File: src/rtl/hana_i2c_writer_pkg.sv
// Shared constants, FSM state type and pad-drive decode for the HANA I2C register writer.
package hana_pkg;

  localparam logic [6:0]  HANA_I2C_ADDR = 7'h70;
  localparam int unsigned HANA_CLK_DIV  = 30;
  localparam logic [2:0]  LAST_BYTE     = 3'd5;

  typedef enum logic [2:0] {IDLE, START, BIT, ACK, STOP, DONE} i2c_state_e;

  function automatic logic [47:0] build_frame(logic [6:0] dev, logic [7:0] rega, logic [31:0] d);
    return {dev, 1'b0, rega, d[7:0], d[15:8], d[23:16], d[31:24]};
  endfunction

  // Returns {scl_oe, sda_oe} for a given phase; 1 pulls the line low.
  function automatic logic [1:0] pad_drive(i2c_state_e st, logic [1:0] qtr, logic msb);
    logic scl_low;
    scl_low = (qtr == 2'd0) || (qtr == 2'd3);
    case (st)
      START:   return {qtr == 2'd3, qtr != 2'd0};
      BIT:     return {scl_low, ~msb};
      ACK:     return {scl_low, 1'b0};
      STOP:    return {qtr == 2'd0, ~qtr[1]};
      default: return 2'b00;
    endcase
  endfunction

endpackage

File: src/rtl/hana_i2c_writer_if.sv
// Request/status handshake plus open-drain pad controls of the HANA I2C writer.
interface hana_i2c_writer_if;
  logic        start;
  logic [6:0]  dev_addr;
  logic [7:0]  reg_addr;
  logic [31:0] wr_data;
  logic        busy;
  logic        done;
  logic        nack;
  logic        scl_oe;
  logic        sda_oe;
  logic        sda_in;

  modport master (output start, dev_addr, reg_addr, wr_data, sda_in,
                  input  busy, done, nack, scl_oe, sda_oe);
  modport slave  (input  start, dev_addr, reg_addr, wr_data, sda_in,
                  output busy, done, nack, scl_oe, sda_oe);
endinterface

File: src/rtl/hana_i2c_writer_tick.sv
// Quarter-bit strobe generator: one-cycle pulse every CLK_DIV system clocks.
module hana_i2c_tick #(
  parameter int unsigned CLK_DIV = 30
) (
  input  logic clk_i,
  input  logic rst_ni,
  input  logic restart_i,
  output logic strobe_o
);

  localparam int unsigned W = (CLK_DIV > 1) ? $clog2(CLK_DIV) : 1;
  localparam logic [W-1:0] LAST = W'(CLK_DIV - 1);

  logic [W-1:0] tick_q, tick_d;

  always_comb begin
    tick_d = tick_q + 1'b1;
    if (restart_i || (tick_q == LAST)) tick_d = '0;
  end

  always_ff @(posedge clk_i or negedge rst_ni) begin
    if (!rst_ni) tick_q <= '0;
    else         tick_q <= tick_d;
  end

  assign strobe_o = (tick_q == LAST);

endmodule

File: src/rtl/hana_i2c_writer.sv
// HANA register write over I2C: START, addr+W, reg index, 4 data bytes LSB-byte first, STOP.
module hana_i2c_writer
  import hana_pkg::*;
#(
  parameter int unsigned CLK_DIV = HANA_CLK_DIV
) (
  input  logic               clk_48m,
  input  logic               rst_n,
  hana_i2c_writer_if.slave   bus
);

  i2c_state_e  state_q, state_d;
  logic [1:0]  qtr_q, qtr_d;
  logic [2:0]  bit_q, bit_d;
  logic [2:0]  byte_q, byte_d;
  logic [47:0] frame_q, frame_d;
  logic        ack_hi_q, ack_hi_d;
  logic        nack_q, nack_d;
  logic        scl_q, scl_d;
  logic        sda_q, sda_d;
  logic [1:0]  sync_q;
  logic        strobe;
  logic        accept;

  hana_i2c_tick #(.CLK_DIV(CLK_DIV)) u_tick (
    .clk_i     (clk_48m),
    .rst_ni    (rst_n),
    .restart_i (accept),
    .strobe_o  (strobe)
  );

  always_comb begin
    state_d  = state_q;
    qtr_d    = qtr_q;
    bit_d    = bit_q;
    byte_d   = byte_q;
    frame_d  = frame_q;
    ack_hi_d = ack_hi_q;
    nack_d   = nack_q;
    accept   = 1'b0;
    case (state_q)
      IDLE: begin
        if (bus.start) begin
          accept   = 1'b1;
          state_d  = START;
          qtr_d    = '0;
          bit_d    = '0;
          byte_d   = '0;
          frame_d  = build_frame(bus.dev_addr, bus.reg_addr, bus.wr_data);
          ack_hi_d = 1'b0;
          nack_d   = 1'b0;
        end
      end
      START: begin
        if (strobe) begin
          qtr_d = qtr_q + 2'd1;
          if (qtr_q == 2'd3) state_d = BIT;
        end
      end
      BIT: begin
        if (strobe) begin
          qtr_d = qtr_q + 2'd1;
          if (qtr_q == 2'd3) begin
            frame_d = {frame_q[46:0], 1'b0};
            bit_d   = bit_q + 3'd1;
            if (bit_q == 3'd7) state_d = ACK;
          end
        end
      end
      ACK: begin
        if (strobe) begin
          qtr_d = qtr_q + 2'd1;
          if (qtr_q == 2'd2) ack_hi_d = sync_q[1];
          // The slot always runs its full four quarters so SCL is low before STOP/next byte.
          if (qtr_q == 2'd3) begin
            if (ack_hi_q || (byte_q == LAST_BYTE)) begin
              state_d = STOP;
            end else begin
              byte_d  = byte_q + 3'd1;
              state_d = BIT;
            end
          end
        end
      end
      STOP: begin
        if (strobe) begin
          qtr_d = qtr_q + 2'd1;
          if (qtr_q == 2'd3) begin
            state_d = DONE;
            nack_d  = ack_hi_q;
          end
        end
      end
      DONE:    state_d = IDLE;
      default: state_d = IDLE;
    endcase
    // Pads are registered from next-state values: glitch-free, no added latency.
    {scl_d, sda_d} = pad_drive(state_d, qtr_d, frame_d[47]);
  end

  always_ff @(posedge clk_48m or negedge rst_n) begin
    if (!rst_n) begin
      state_q  <= IDLE;
      qtr_q    <= '0;
      bit_q    <= '0;
      byte_q   <= '0;
      frame_q  <= '0;
      ack_hi_q <= 1'b0;
      nack_q   <= 1'b0;
      scl_q    <= 1'b0;
      sda_q    <= 1'b0;
      sync_q   <= 2'b11;
    end else begin
      state_q  <= state_d;
      qtr_q    <= qtr_d;
      bit_q    <= bit_d;
      byte_q   <= byte_d;
      frame_q  <= frame_d;
      ack_hi_q <= ack_hi_d;
      nack_q   <= nack_d;
      scl_q    <= scl_d;
      sda_q    <= sda_d;
      sync_q   <= {sync_q[0], bus.sda_in};
    end
  end

  assign bus.busy   = state_q inside {START, BIT, ACK, STOP};
  assign bus.done   = (state_q == DONE);
  assign bus.nack   = nack_q;
  assign bus.scl_oe = scl_q;
  assign bus.sda_oe = sda_q;

endmodule
File: src/flat_wrapper.sv
// flat-port wrapper written by rule: the top's interface ports become plain ports
module hana_i2c_writer_flat import hana_pkg::*;
#(
  parameter int unsigned CLK_DIV = HANA_CLK_DIV
)
  (clk_48m, rst_n, bus_start, bus_dev_addr, bus_reg_addr, bus_wr_data, bus_sda_in, bus_busy, bus_done, bus_nack, bus_scl_oe, bus_sda_oe);
  hana_i2c_writer_if bus_i ();
  input  logic clk_48m;
  input  logic rst_n;
  input wire logic [$bits(bus_i.start)-1:0] bus_start;
  input wire logic [$bits(bus_i.dev_addr)-1:0] bus_dev_addr;
  input wire logic [$bits(bus_i.reg_addr)-1:0] bus_reg_addr;
  input wire logic [$bits(bus_i.wr_data)-1:0] bus_wr_data;
  input wire logic [$bits(bus_i.sda_in)-1:0] bus_sda_in;
  output wire logic [$bits(bus_i.busy)-1:0] bus_busy;
  output wire logic [$bits(bus_i.done)-1:0] bus_done;
  output wire logic [$bits(bus_i.nack)-1:0] bus_nack;
  output wire logic [$bits(bus_i.scl_oe)-1:0] bus_scl_oe;
  output wire logic [$bits(bus_i.sda_oe)-1:0] bus_sda_oe;
  assign bus_i.start = bus_start;
  assign bus_i.dev_addr = bus_dev_addr;
  assign bus_i.reg_addr = bus_reg_addr;
  assign bus_i.wr_data = bus_wr_data;
  assign bus_i.sda_in = bus_sda_in;
  assign bus_busy = bus_i.busy;
  assign bus_done = bus_i.done;
  assign bus_nack = bus_i.nack;
  assign bus_scl_oe = bus_i.scl_oe;
  assign bus_sda_oe = bus_i.sda_oe;
  hana_i2c_writer #(.CLK_DIV(CLK_DIV)) u_core (.clk_48m(clk_48m), .rst_n(rst_n), .bus(bus_i));
endmodule
File: config.mk
export PLATFORM = sky130hd
export DESIGN_NAME = hana_i2c_writer_flat
export DESIGN_NICKNAME = d
export VERILOG_FILES = /design/src/rtl/hana_i2c_writer_pkg.sv /design/src/rtl/hana_i2c_writer_if.sv /design/src/rtl/hana_i2c_writer_tick.sv /design/src/rtl/hana_i2c_writer.sv /design/src/flat_wrapper.sv
export SDC_FILE = /design/constraint.sdc
export NUM_CORES = 1
export LEC_CHECK = 0
export ABC_AREA = 0
export BUFFER_PORTS_ARGS = -buffer_cell sky130_fd_sc_hd__buf_4
export CORE_MARGIN = 3
export CORE_UTILIZATION = 35
export CTS_CLUSTER_DIAMETER = 80
export DETAILED_ROUTE_END_ITERATION = 10
export PLACE_DENSITY = 0.56
export SETUP_SLACK_MARGIN = 0.02
export SLEW_MARGIN = 20
export SYNTH_ARGS = -nofsm -noshare
export SYNTH_HDL_FRONTEND = slang
export SYNTH_HIERARCHICAL = 1
export SYNTH_SLANG_ARGS = --single-unit
export TNS_END_PERCENT = 20
File: constraint.sdc
create_clock -name clk_48m -period 3.3 [get_ports clk_48m]
set_input_delay 0.825 -clock clk_48m [delete_from_list [all_inputs] [get_ports clk_48m]]
set_output_delay 0.825 -clock clk_48m [all_outputs]
set_load 0.03 [all_outputs]
# After elaboration in Yosys (flattened, before gate mapping)
# Cells that the tools add are included.
[word_totals]
in_bits = 51
reg_bits = 70
[classes]
addsub = 4
n_mux = 38
n_eq_ne = 24
reduce_logical = 15
n_bitwise = 2
[op_table]
columns = ["operator", "count"]
rows = [
  ["48-bit 2-to-1 mux", 3],
  ["48-bit one-hot mux with 2 select lines", 1],
  ["3-bit 2-to-1 mux", 17],
  ["3-bit equality test, second input constant", 5],
  ["3-bit one-hot mux with 5 select lines", 1],
  ["2-bit by 1-bit inequality test with 1-bit output, second input constant", 7],
  ["3-bit by 2-bit equality test with 1-bit output, second input constant", 4],
  ["3-bit one-hot mux with 2 select lines", 2],
  ["4-bit AND reduction", 3],
  ["2-bit one-hot mux with 4 select lines", 1],
  ["2-bit nonzero test", 4],
  ["1-bit 2-to-1 mux", 7],
  ["3-bit by 1-bit adder with 3-bit output, second input constant", 2],
  ["2-bit equality test, second input constant", 3],
  ["3-bit by 1-bit equality test with 1-bit output, second input constant", 2],
  ["5-bit by 1-bit adder with 5-bit output, second input constant", 1],
  ["5-bit equality test, second input constant", 1],
  ["5-bit 2-to-1 mux", 1],
  ["5-bit AND reduction", 1],
  ["2-bit 2-to-1 mux", 2],
  ["2-bit inequality test, second input constant", 2],
  ["1-bit one-hot mux with 2 select lines", 2],
  ["2-bit one-hot mux with 2 select lines", 1],
  ["4-bit nonzero test", 1],
  ["other kinds (6)", 9],
]

# Longest topological paths before layout
[logic_depth]
word_depth = 8
ltp_mapped = 11
depth_no_buf = 10

# Hierarchy
# Netlist, hierarchy kept.
[modules_own_cells]
columns = ["module", "area_each_um2", "instances", "cells_each", "seq_area_each_um2"]
rows = [
  ["hana_i2c_writer", 2992.9, 1, 313, 1629.1],
  ["hana_i2c_tick", 236.5, 1, 21, 125.1],
]

# Least setup slack after synthesis
# No wires, ideal clock.
[synth_timing]
path_kind = "register to register"
from = "reg u_core.state_q[0]"
to = "reg u_core.sda_q (netlist: u_core/bus.sda_oe)"
n_path_buf = 1
period_less_slack_ns = 2.310
setup_time_ns = 0.068
path_stages_with_launch = 10
path_slack_ns = 0.990
t_arrival_ns = 2.242
cell_sequence = "dfrtp_1 -> buf_2 -> or3_1 -> and2_1 -> and3_1 -> nor3_1 -> inv_1 -> ha_1 -> nor3_1 -> a311o_1"
[synth_between]
word_cells_on_any_way = 27
classes_between = "eq/ne (8); mux (14); bitwise (2); reduce/logical (3)"
[synth_lines]
columns = ["item", "line_no", "text"]
rows = [
  ["start: declaration", "hana_i2c_writer.sv:12", "i2c_state_e state_q, state_d;"],
  ["start signal: assignment", "hana_i2c_writer.sv:114", "state_q <= state_d;"],
  ["3-bit equality test (tied with other cells)", "hana_i2c_writer.sv:41", "case (state_q)"],
  ["4-bit OR reduction (no source line)", "-", ""],
  ["2-bit one-hot mux with 2 select lines (*)", "hana_i2c_writer.sv:41", ""],
  ["named net u_core.qtr_d[0]", "hana_i2c_writer.sv:13", "logic [1:0] qtr_q, qtr_d;"],
  ["2-bit nonzero test (*)", "hana_i2c_writer_pkg.sv:19", "START: return {qtr == 2'd3, qtr != 2'd0};"],
  ["2-bit one-hot mux with 4 select lines (*)", "hana_i2c_writer_pkg.sv:18", "case (st)"],
  ["named net u_core.sda_d", "hana_i2c_writer.sv:20", "logic sda_q, sda_d;"],
  ["end signal: assignment", "hana_i2c_writer.sv:111", "sda_q <= 1'b0;"],
  ["end signal: assignment", "hana_i2c_writer.sv:122", "sda_q <= sda_d;"],
  ["end: declaration", "hana_i2c_writer.sv:20", ""],
]
# The timed path passes the listed nets; every way through them passes the cells marked *.
# A chain may end at the register's enable or synchronous reset.

# Worst setup path after layout
[layout_timing]
from = "reg u_core.state_q[0]"
to = "out bus_busy"
[layout_between]
elab_chain_len = 2
word_cells_on_any_way = 5
classes_between = "eq/ne (4); reduce/logical (1)"
[layout_lines]
columns = ["item", "line_no", "text"]
rows = [
  ["3-bit by 1-bit equality test with 1-bit output (tied with other cells)", "hana_i2c_writer.sv:127", "assign bus.busy = state_q inside {START, BIT, ACK, STOP};"],
  ["4-bit nonzero test (*)", "hana_i2c_writer.sv:127", ""],
  ["end: declaration", "flat_wrapper.sv:15", "output wire logic [$bits(bus_i.busy)-1:0] bus_busy;"],
]
# Mark *: on every way between the ends. The rest lies on a longest branch, timed or not.

==> run_results.csv <==
group,metric,value,unit
setup_path,crit_required,2470,ps
job,cap_violations,0,
timing,worstMarginPinSlew,874,ps
setup_path,cp-end-kind,"output pin",
logic_synthesis,synth-seq-area-share,54.3,%
layout,fill_cells,872,
grt,grt_usage,14.1,%
logic_synthesis,synth_commonest_cells,"nand2_1 (107), dfrtp_1 (68), a22oi_1 (46)",
clock_network,ctsResizeCount,0,
power,p_leak,2.06,nW
drt,drtAntennaViolNets,0,
placed_design,dp_hpwl,4680,um
clock_network,path_clk_slew,70,ps
power,p_per_area,434,mW/mm2
drt,wl_per_cell,14.1,um
power,intPower,1.38,mW
floorplan,die_height,102,um
logic_synthesis,netlist_area,0.00323,mm2
drt,vias,2522,
layout,fin_nets,445,
floorplan,die_x,102,um
logic_synthesis,synth-main-ff-cell,"dfrtp_1",
logic_synthesis,postSynth.asyncResetShare,100,%
status,status,"complete, no violations",
setup_path,path_class,"reg2out",
timing,timing.final.ws_setup,819,ps
timing,slew_headroom,41.7,%
floorplan,die_area,0.0104,mm2
drt,drtIter0Drc,146,
timing,period_share,75.2,%
setup_path,timing.rr.start,"u_core/state_q[0]$_DFF_PN0_",
setup_path,reg2reg_depth,8,
logic_synthesis,synth_cell_types,43,
logic_synthesis,syn_inst,334,
placed_design,pre_cts_ws,734,ps
logic_synthesis,syn_nets,395,
layout,diodes,0,
floorplan,start_util,36.5,%
layout,area_growth,22.5,%
drt,drc,0,
power,switching_share,19.4,%
power,vdd_drop_max,183,uV
timing,drv_slew,0,
logic_synthesis,synth-edff-count,0,
clock_network,numCtsBuffers,9,
drt,drt_pass1_iterations,4,
hold_path,holdPathEnd,"u_core/sync_q[1]$_DFF_PN1_",
logic_synthesis,synth_top_area_share,52.7,%
timing,fin_setup_tns,0,ps
layout,final_util,44.7,%
timing,fmax,403,MHz
clock_network,clk_latency,330,ps
layout,final_cells,497,
setup_path,r2r_slack,920,ps
floorplan,rows,34,
clock_network,clockBufferDepth,2,
timing,hold_violations,0,
timing,layout_min_cycle_time,2480,ps
placed_design,place.gp.congestion,0.805,
layout,multiInputGateArea,0.00134,mm2
grt,grt_pass1_wl,11500,um
setup_path,r2r-end,"u_core/bus.sda_oe$_DFF_PN0_",
power,p_seq_share,50.1,%
timing,fin_skew,7.21,ps
logic_synthesis,syn_area_per_cell,9.67,um2
floorplan,ios,56,
setup_path,arrival,1660,ps
clock_network,cts.sinks,70,
hold_path,hold-path-cell-count,0,
placed_design,io_buffers,55,
clock_network,cts_setup_buffers,0,
logic_synthesis,synth_seq_cells,70,
clock_network,root_buffer,"clkbuf_8",
hold_path,hold_start,"u_core/sync_q[0]$_DFF_PN1_",
clock_network,cts_tree,"built",
grt,grt.overflow.total,0,
logic_synthesis,ys_warn_count,6,
grt,grt_max_degree,71,
clock_network,htreeDepth,3,
layout,register_area,0.00175,mm2
power,p_sw,334,uW
drt,viasPerCell,5.07,
floorplan,core-area,0.00885,mm2
layout,drive_gt1_share,21.6,%
placed_design,place_inst,481,
timing,rsz0062_at_grt,"false",
hold_path,hold_path_class,"reg2reg",
grt,grt_pass1_vias,2365,
clock_network,ctsHoldBuffers,0,
setup_path,cp_max_fo,11,
drt,wirelength,7010,um
power,pwr-share-clk,46.2,%
grt,grt_antenna_before_repair,0,
logic_synthesis,synthTopCellsByArea,"dfrtp_1 (53%), nand2_1 (12%), a22oi_1 (11%), ha_1 (3.9%), dfstp_2 (1.6%)",
timing,setup_violations,0,
logic_synthesis,yosysMostFrequentCell,"nand2_1",
logic_synthesis,yosysTopAreaCell,"dfrtp_1",
setup_path,start_kind,"flip-flop",
power,combPwrFrac,3.7,%
worst max-delay path: stages (launching register included):
cell     delay [ps]
dfrtp_1         540
or3_1           430
and2_1          190
buf_4           170
layout by cell type, fill, tap and decap left out, types with 2 or more instances in the layout:
cell type	count
clkbuf_8	12
buf_4	59
nand2_1	107
a22o_1	3
and2_1	2
bufinv_16	2
nand4_1	4
nand3_1	3
inv_1	11
o21ai_0	7
xor2_1	2
nor2_1	10
a21oi_1	10
dfstp_2	2
nor3_1	4
dfrtp_1	68
a22oi_1	46
ha_1	10
power groups by stage:
stage | combinational, mW | sequential [mW] | clock [mW]
after floorplan | 0.000833 | 0.877 | 0
final | 0.0644 | 0.860 | 0.794
after detailed placement | 0.0667 | 0.877 | 0
after global placement | 0.0675 | 0.877 | 0
after global routing | 0.0724 | 0.860 | 0.870
after CTS | 0.0674 | 0.860 | 0.823
per-stage QoR:
stage	total power, mW	cell area, um2	hold WS, ps
CTS	1.75	3960	361
detailed placement	0.943	3720	351
global placement	0.944	3720	348
finish	1.72	3960	359
global route	1.80	3960	362
floorplan	0.877	3230	345
registers in the layout, summed over array words and instances (netlist names):
name,cells
u_core/sync_q,2
u_core/qtr_q,2
u_core/byte_q,3
u_core/bit_q,3
u_core/frame_q,48
u_core/bus.nack,1
u_core/u_tick/tick_q,5
u_core/state_q,3
u_core/bus.sda_oe,1
u_core/bus.scl_oe,1
u_core/ack_hi_q,1
routing by layer:
metal	wire length, um	share of wire (%)	vias up	GRT usage, %
met1	3290	47	1203	19.4
met4	18	0.26	0	3.03
met2	3250	46	63	21.0
li1	-	-	1254	-
met5	0	0	-	0
met3	454	6.5	2	5.67
logic make-up after synthesis:
family                   synth area share (%)
flip-flops                               54.3
multiplexers                            0.349
adder cells (fa/ha/maj)                  3.87
AND/OR/NAND/NOR                          19.0
AO/OA/AOI/OAI                            16.9
buffers and inverters                    4.73
XOR/XNOR                                0.814
layout make-up:
type	count	area share, %
flip-flops and latches	70	44.3
inverters	12	1.27
clock inverters	3	1.64
well taps	108	3.42
repair buffers	59	11.2
clock buffers	13	4.27
multi-input cells	232	33.9
worst max-delay path by stage:
stage / from / to / slack [ps] / cells past startpoint
finish: u_core/state_q[0]$_DFF_PN0_ / bus_busy / 820 / 3
floorplan: u_core/state_q[0]$_DFF_PN0_ / u_core/bus.sda_oe$_DFF_PN0_ / 990 / 9
global route: u_core/state_q[0]$_DFF_PN0_ / bus_busy / 720 / 3
CTS: u_core/state_q[0]$_DFF_PN0_ / bus_busy / 810 / 3
global placement: bus_start / u_core/bit_q[0]$_DFFE_PN0P_ / 770 / 7
detailed placement: bus_start / u_core/bit_q[0]$_DFFE_PN0P_ / 730 / 7
No activity file was read; power rests on OpenSTA's default activity.
